$ cat src/rtl/vend_pkg.sv
// Shared definitions for the vending-machine dispense controller:
// state encoding, output bundle, credit width and coin unit.
package vend_pkg;

    localparam int CS_W                = 4;
    localparam int COIN_UNIT_CENTS     = 5;
    localparam int DEFAULT_PRICE_UNITS = 5;

    typedef enum logic [2:0] {
        ST_IDLE     = 3'd0,
        ST_VEND     = 3'd1,
        ST_CHG_ON   = 3'd2,
        ST_CHG_GAP  = 3'd3,
        ST_DONE     = 3'd4,
        ST_WAIT_CLR = 3'd5
    } state_t;

    typedef struct packed {
        logic product;
        logic change_pulse;
        logic busy;
        logic vend_done;
    } outs_t;

    // Moore output decode; unused encodings drive everything low.
    function automatic outs_t decode_outputs(input state_t st);
        outs_t o;
        o = '0;
        case (st)
            ST_IDLE:     o = '0;
            ST_VEND:     begin o.product = 1'b1; o.busy = 1'b1; end
            ST_CHG_ON:   begin o.change_pulse = 1'b1; o.busy = 1'b1; end
            ST_CHG_GAP:  o.busy = 1'b1;
            ST_DONE:     begin o.vend_done = 1'b1; o.busy = 1'b1; end
            ST_WAIT_CLR: o.busy = 1'b1;
            default:     o = '0;
        endcase
        return o;
    endfunction

endpackage

$ cat src/rtl/vend_down_timer.sv
// 4-bit loadable down counter with a registered zero flag. Load wins over
// enable; the counter stops at zero rather than wrapping.
module vend_down_timer (
    input  logic       clk,
    input  logic       rst_n,
    input  logic       load,
    input  logic [3:0] load_val,
    input  logic       en,
    output logic [3:0] count,
    output logic       zero
);

    logic [3:0] count_r;
    logic       zero_r;

    // Counter register with zero flag kept in step with the count.
    always_ff @(posedge clk or negedge rst_n) begin
        if (!rst_n) begin
            count_r <= 4'd0;
            zero_r  <= 1'b1;
        end else if (load) begin
            count_r <= load_val;
            zero_r  <= (load_val == 4'd0);
        end else if (en && (count_r != 4'd0)) begin
            count_r <= count_r - 4'd1;
            zero_r  <= (count_r == 4'd1);
        end else begin
            count_r <= count_r;
            zero_r  <= zero_r;
        end
    end

    assign count = count_r;
    assign zero  = zero_r;

endmodule

$ cat src/rtl/vend_dispense_ctrl.sv
// Dispense sequencer downstream of the vending state memory: on sufficient
// credit it drives the product motor, returns change one coin pulse at a
// time, then signals vend_done and waits for the credit to be cleared.
module vend_dispense_ctrl
    import vend_pkg::*;
#(
    parameter int PRICE_UNITS = DEFAULT_PRICE_UNITS,
    parameter int PULSE_W     = 4,
    parameter int GAP_W       = 2
) (
    input  logic            CLK,
    input  logic            RST,
    input  logic [CS_W-1:0] CS,
    output logic            product,
    output logic            change_pulse,
    output logic            busy,
    output logic            vend_done
);

    localparam logic [3:0] PRICE_L = 4'(PRICE_UNITS);
    localparam logic [3:0] PULSE_L = 4'(PULSE_W - 1);
    localparam logic [3:0] GAP_L   = 4'(GAP_W - 1);

    state_t     state_r;
    state_t     next_state_s;
    logic [3:0] change_r;
    outs_t      outs_r;

    logic       timer_load_s;
    logic [3:0] timer_val_s;
    logic       timer_en_s;
    logic [3:0] timer_count_s;
    logic       timer_zero_s;

    vend_down_timer u_timer (
        .clk      (CLK),
        .rst_n    (RST),
        .load     (timer_load_s),
        .load_val (timer_val_s),
        .en       (timer_en_s),
        .count    (timer_count_s),
        .zero     (timer_zero_s)
    );

    // Next-state selection and timer control from the current state.
    always_comb begin
        next_state_s = state_r;
        timer_load_s = 1'b0;
        timer_val_s  = 4'd0;
        timer_en_s   = 1'b0;
        case (state_r)
            ST_IDLE: begin
                if (CS >= PRICE_L) begin
                    next_state_s = ST_VEND;
                    timer_load_s = 1'b1;
                    timer_val_s  = PULSE_L;
                end else begin
                    next_state_s = ST_IDLE;
                end
            end
            ST_VEND, ST_CHG_GAP: begin
                if (timer_zero_s) begin
                    if (change_r != 4'd0) begin
                        next_state_s = ST_CHG_ON;
                    end else begin
                        next_state_s = ST_DONE;
                    end
                end else begin
                    next_state_s = state_r;
                    timer_en_s   = 1'b1;
                end
            end
            ST_CHG_ON: begin
                next_state_s = ST_CHG_GAP;
                timer_load_s = 1'b1;
                timer_val_s  = GAP_L;
            end
            ST_DONE: begin
                next_state_s = ST_WAIT_CLR;
            end
            ST_WAIT_CLR: begin
                if (CS < PRICE_L) begin
                    next_state_s = ST_IDLE;
                end else begin
                    next_state_s = ST_WAIT_CLR;
                end
            end
            default: begin
                next_state_s = ST_IDLE;
            end
        endcase
    end

    // FSM state, captured change and registered output decode.
    always_ff @(posedge CLK or negedge RST) begin
        if (!RST) begin
            state_r  <= ST_IDLE;
            change_r <= 4'd0;
            outs_r   <= '0;
        end else begin
            state_r <= next_state_s;
            outs_r  <= decode_outputs(next_state_s);
            case (state_r)
                ST_IDLE: begin
                    if (CS >= PRICE_L) begin
                        change_r <= CS - PRICE_L;
                    end else begin
                        change_r <= change_r;
                    end
                end
                ST_CHG_ON: begin
                    change_r <= change_r - 4'd1;
                end
                default: begin
                    change_r <= change_r;
                end
            endcase
        end
    end

    assign product      = outs_r.product;
    assign change_pulse = outs_r.change_pulse;
    assign busy         = outs_r.busy;
    assign vend_done    = outs_r.vend_done;

endmodule

$ cat config.mk
export PLATFORM = sky130hd
export DESIGN_NAME = vend_dispense_ctrl
export DESIGN_NICKNAME = d
export VERILOG_FILES = /design/src/rtl/vend_pkg.sv /design/src/rtl/vend_down_timer.sv /design/src/rtl/vend_dispense_ctrl.sv
export SDC_FILE = /design/constraint.sdc
export NUM_CORES = 1
export LEC_CHECK = 0
export BUFFER_PORTS_ARGS = -buffer_cell sky130_fd_sc_hd__buf_2
export CORE_UTILIZATION = 48
export CTS_BUF_LIST = sky130_fd_sc_hd__clkbuf_16
export CTS_CLUSTER_SIZE = 25
export DETAILED_ROUTE_END_ITERATION = 16
export PLACE_DENSITY = 0.82
export SYNTH_ARGS = -nofsm -noshare
export SYNTH_HDL_FRONTEND = slang
export SYNTH_SLANG_ARGS = --single-unit
$ cat constraint.sdc
create_clock -name CLK -period 1.7 [get_ports CLK]
set_input_delay 0.17 -clock CLK [delete_from_list [all_inputs] [get_ports CLK]]
set_output_delay 0.17 -clock CLK [all_outputs]
set_load 0.05 [all_outputs]
==> results of run 1 <==
-- registers in the layout, summed over array words and instances (netlist names) --
| register | flops |
|---|---|
| u_timer.zero | 1 |
| product | 1 |
| vend_done | 1 |
| state_r | 3 |
| change_r | 4 |
| change_pulse | 1 |
| busy | 1 |
| u_timer.count | 4 |
-- worst min-delay path by stage --
stage,start,endpoint,slack [ns]
detailed placement,RST,u_timer.count[1]$_DFFE_PN0P_,0.10
global route,CS[0],change_r[0]$_DFFE_PN0P_,0.38
global placement,RST,u_timer.count[0]$_DFFE_PN0P_,0.09
CTS,CS[0],change_r[0]$_DFFE_PN0P_,0.36
finish,CS[0],change_r[0]$_DFFE_PN0P_,0.35
floorplan,RST,busy$_DFF_PN0_,-0.13
-- Yosys cell counts --
cell type | n | area share
nor4b_1 | 1 | 0.0094
a221o_1 | 1 | 0.011
xor2_1 | 1 | 0.0094
and4_2 | 2 | 0.021
nand4_1 | 1 | 0.0067
a21o_1 | 2 | 0.016
a21oi_1 | 3 | 0.016
nor2_1 | 14 | 0.056
a211oi_1 | 1 | 0.0081
nor3_1 | 5 | 0.027
buf_2 | 2 | 0.011
and3_1 | 1 | 0.0067
a31oi_1 | 5 | 0.034
nor3b_1 | 2 | 0.016
ha_1 | 6 | 0.081
mux2i_1 | 1 | 0.011
a22oi_2 | 1 | 0.013
o21ai_0 | 5 | 0.027
dfstp_2 | 1 | 0.028
nand2b_1 | 2 | 0.013
nand2_1 | 6 | 0.024
o21a_1 | 1 | 0.0081
xnor2_1 | 3 | 0.028
mux2_4 | 1 | 0.016
and3_4 | 1 | 0.012
clkbuf_1 | 2 | 0.0081
o221a_2 | 2 | 0.024
or3b_4 | 1 | 0.012
dfrtp_1 | 15 | 0.40
inv_1 | 8 | 0.032
nand3_1 | 2 | 0.011
-- power by group through the flow --
stage / Combinational, mW / Clock, mW / Sequential [mW]
2_1_floorplan: 0.710 / 0 / 0.763
5_1_grt: 1.22 / 0.492 / 0.769
4_1_cts: 1.07 / 0.464 / 0.735
6_report: 1.11 / 0.462 / 0.749
3_5_place_dp: 1.05 / 0 / 0.739
3_3_place_gp: 0.988 / 0 / 0.726
-- stage by stage --
step           area, sq um   util  cells
6_report              1150  0.653    143
5_1_grt               1150  0.653    143
4_1_cts               1130  0.642    141
3_5_place_dp          1040  0.591    136
3_3_place_gp          1040  0.591    136
2_1_floorplan          932      -     99
-- layout make-up --
type	instances	area [sq um]
clock buffer	3	75.1
clock inverter	1	3.75
timing repair buffer	19	123
multi-input combinational	71	488
inverter	8	30.0
fill	154	612
sequential	16	402
tap	25	31.3
-- what timing repair did --
item                                   CTS  global route
setup buffers                            0             2
endpoints found under the hold margin   15             0
setup endpoints to repair                0             2
hold buffers                             1             0
resized for setup                        0             3
-- routing by layer --
layer  wire length, um  up-vias  GRT usage
met5                 0        -          0
met3                71        7     0.0510
met2              1100       20      0.394
li1                  -      386          -
met4                78        0      0.159
met1               879      396      0.280
-- logic make-up after synthesis --
| family | count (synthesis) | synth area share |
|---|---|---|
| AND/OR/NAND/NOR | 38 | 0.216 |
| AO/OA/AOI/OAI | 21 | 0.157 |
| flip-flops | 16 | 0.431 |
| buffers and inverters | 12 | 0.0510 |
| adder cells (fa/ha/maj) | 6 | 0.0805 |
| XOR/XNOR | 4 | 0.0376 |
| multiplexers | 2 | 0.0268 |
-- worst max-delay path, stage by stage, from the launching register on --
cell	delay [ns]
dfrtp_1	0.38
inv_2	0.07
ha_1	0.13
or3b_4	0.38
and3_4	0.19
mux2_4	0.30
a22oi_2	0.12
==> results.yml, run 1 <==
status:
  status: "finished clean"
grt:
  grt_start_max_net_pins: 17
  grt.overflow.total: 0
  grt_usage: 0.241
  grt_pass1_vias: 741
  grt_first_pass_wirelength_mm: 3.45
  antenna_found_initial: 0
routing:
  ant_nets: 0
  detail_route.iter0.violations: 10
  drt-wirelength-per-cell_um: 14.9
  drc: 0
  viasPerCell: 5.66
  wirelength_mm: 2.13
  vias: 809
  first_pass_iters: 4
timing:
  grt_setup_unrepaired: "false"
  finalCriticalPeriod_ns: 1.65
  max_slew.worst_pin.slew_ns: 0.490
  setup_viol_count_final: 0
  slew_headroom: 0.674
  fmax_mhz: 607
  timing.final.hold_violations: 0
  layout_setup_ws_ns: 0.0536
  setup_tns_ns: 0
  finalCritPeriodShare: 0.968
  fin_hold_ws_ns: 0.353
  slew_viol_final: 0
  skew_ns: 0.00304
min_path:
  hp-class: "primary input to flop"
  min_path_cells: 3
setup_path:
  start_kind: "flop"
  r2r_start: "u_timer.count[0]$_DFFE_PN0P_"
  path_max_fanout: 3
  r2r_slack_ns: 0.05
  endpoint_kind: "flop"
  crit_start: "u_timer.count[0]$_DFFE_PN0P_"
  crit-reg2reg-capture: "u_timer.count[1]$_DFFE_PN0P_"
  path_class: "flop to flop"
  worstPathArrival_ns: 1.81
  cp.required_ns: 1.87
  r2r_cells: 6
  crit_end: "u_timer.count[1]$_DFFE_PN0P_"
cells_and_area:
  drive_above_1_share: 0.280
  area_growth_pct: 23.6
  final_cell_mix: "dfrtp_1, nor2_1, buf_2, buf_4"
  layout.nets: 131
  layout_commonest_cell: "dfrtp_1"
  num_antenna_cells: 0
power:
  p_total_mw: 2.32
  pwr-share-comb: 0.478
  swShare: 0.396
  powerDensity_nw_per_um2: 2010
  p_leak_nw: 0.550
  power_frac_seq: 0.323
  p_clk_frac: 0.199
  internal_power_mw: 1.40
  vdd_drop_max_mv: 0.737
  power.switching_mw: 0.919
placement:
  dp_hpwl_mm: 1.52
  port_buffers: 9
  place_ws_ns: 0.0183
  gp_congestion: 0.821
clocking:
  cts_sinks: 16
  cts_tree: "yes"
  clock_latency_ns: 0.25
  cts_inserted_buffers: 3
  h-tree-depth: 1
  cts_buffer_depth: 2
  clockRootBuffer: "clkbuf_16"
  clkTransAtPathRegs_ns: 0.05
floorplanning:
  dieArea_sq_um: 2120
  start_util: 0.528
  core_sq_um: 1760
  row_count: 15
  io_pins: 10
  die_h_um: 46.1
  die_x_um: 46.1
flow_run:
  drv_cap: 0
logic_synthesis:
  synth.distinct_cells: 31
  syn_area_sq_um: 932
  synthCells: 99
  synth.net_count: 111
  ys_seq_area_frac: 0.431
  synth_seq_cells: 16
  syn_area_per_cell_sq_um: 9.42
  yosys_warnings: 0
Power figures use the tool's default switching activity.
==> inputs of run 2 (changes only) <==
PLACE_DENSITY = 0.79   (was 0.82)
clock period = 2.1 ns   (was 1.7 ns; I/O delays follow)
==> run 2 against run 1 <==
  * Utilization down 3.3 points
  * Worst setup slack better by 0.30 ns
  * Clock skew about the same
  * Final area fell by 5.0%
==> results.yml, run 2 (synthesized netlist as in run 1, its figures left out) <==
status:
  status: "finished clean"
power:
  pwr-share-comb: 0.439
  p_leak_nw: 0.517
  vdd_drop_max_mv: 0.864
  power.switching_mw: 0.691
  swShare: 0.396
  p_clk_frac: 0.214
  internal_power_mw: 1.06
  power_frac_seq: 0.348
  powerDensity_nw_per_um2: 1600
routing:
  vias: 740
  wirelength_mm: 1.77
  drt-wirelength-per-cell_um: 13.0
  ant_nets: 0
  drc: 0
  first_pass_iters: 4
  viasPerCell: 5.44
  detail_route.iter0.violations: 10
grt:
  grt_start_max_net_pins: 17
  antenna_found_initial: 0
  grt_usage: 0.192
  grt_first_pass_wirelength_mm: 2.85
  grt.overflow.total: 0
  grt_pass1_vias: 673
cells_and_area:
  final_cells: 136
  layout_commonest_cell: "dfrtp_1"
  num_antenna_cells: 0
  final_cell_mix: "dfrtp_1, nor2_1, buf_2"
  n_fill_cell: 160
  area_growth_pct: 17.4
  drive_above_1_share: 0.207
  layout.nets: 124
timing:
  grt_setup_unrepaired: "false"
  max_slew.worst_pin.slew_ns: 0.458
  finalCriticalPeriod_ns: 1.75
  fmax_mhz: 572
  slew_viol_final: 0
  skew_ns: 0.00338
  setup_viol_count_final: 0
  timing.final.hold_violations: 0
  finalCritPeriodShare: 0.833
  setup_tns_ns: 0
  slew_headroom: 0.695
setup_path:
  start_kind: "flop"
  r2r_cells: 6
  path_max_fanout: 4
  r2r_slack_ns: 0.35
  r2r_start: "u_timer.count[0]$_DFFE_PN0P_"
  cp.required_ns: 2.27
  path_class: "flop to flop"
  endpoint_kind: "flop"
  worstPathArrival_ns: 1.92
  crit_start: "u_timer.count[0]$_DFFE_PN0P_"
clocking:
  cts_sinks: 16
  h-tree-depth: 1
  clockRootBuffer: "clkbuf_16"
  clock_latency_ns: 0.25
  cts_buffer_depth: 2
  clkTransAtPathRegs_ns: 0.05
  cts_tree: "yes"
  cts_inserted_buffers: 3
min_path:
  min_path_cells: 3
  hold_path.startpoint: "CS[0]"
  hp-class: "primary input to flop"
floorplanning:
  io_pins: 10
  core_sq_um: 1760
  start_util: 0.528
  dieArea_sq_um: 2120
  die_x_um: 46.1
  die_h_um: 46.1
  row_count: 15
flow_run:
  drv_cap: 0
placement:
  port_buffers: 9
  dp_hpwl_mm: 1.22
  dp.cells: 131
  gp_congestion: 0.805
## run 2: power by group through the flow
stage	combinational, mW	sequential [mW]	clock (mW)
final	0.766	0.608	0.373
after global routing	0.843	0.632	0.393
after CTS	0.765	0.602	0.381
after detailed placement	0.752	0.604	0
after global placement	0.730	0.602	0
after floorplan	0.575	0.618	0
## run 2: routing by layer
layer,routed length [um],up-vias,GRT usage
li1,-,370,-
met1,891,353,0.248
met2,825,15,0.282
met3,40,2,0.0510
met4,13,0,0.118
met5,0,-,0
## run 2: worst paths after layout
path                                           endpoint
min reg2reg                    u_timer.zero$_DFFE_PN1P_
min                             change_r[0]$_DFFE_PN0P_
max reg2reg                u_timer.count[1]$_DFFE_PN0P_
max in group asynchronous      u_timer.zero$_DFFE_PN1P_
min in group asynchronous  u_timer.count[1]$_DFFE_PN0P_
max                        u_timer.count[1]$_DFFE_PN0P_
## run 2: per-stage QoR
stage	setup slack (ns)	total power, mW	hold slack (ns)	util	instance area [sq um]
2_1_floorplan	0.451	1.19	-0.0856	-	932
3_3_place_gp	0.429	1.33	0.132	0.570	1010
3_5_place_dp	0.372	1.36	0.139	0.570	1010
4_1_cts	0.357	1.75	0.388	0.621	1090
5_1_grt	0.304	1.87	0.419	0.621	1090
6_report	0.351	1.75	0.388	0.621	1090
## run 2: layout make-up
class,count,area (sq um),area share
Clock buffer,3,75.1,0.0686
Clock inverter,1,3.75,0.00343
Inverter,8,30.0,0.0274
Multi-Input combinational cell,71,483,0.441
Sequential cell,16,402,0.367
Tap cell,25,31.3,0.0286
Timing Repair Buffer,12,70.1,0.0640
## run 2: repair_timing
action / CTS / global route
hold endpoints to repair: 15 / 0
buffers inserted: 0 / 0
hold buffers: 1 / 0
resized for setup: 0 / 0
## run 2: worst max-delay path, stage by stage, from the launching register on
cell and delay (ns):
dfrtp_1 0.42, inv_1 0.10, ha_1 0.14, or3b_4 0.38, and3_4 0.20, mux2_4 0.30, a22oi_2 0.13
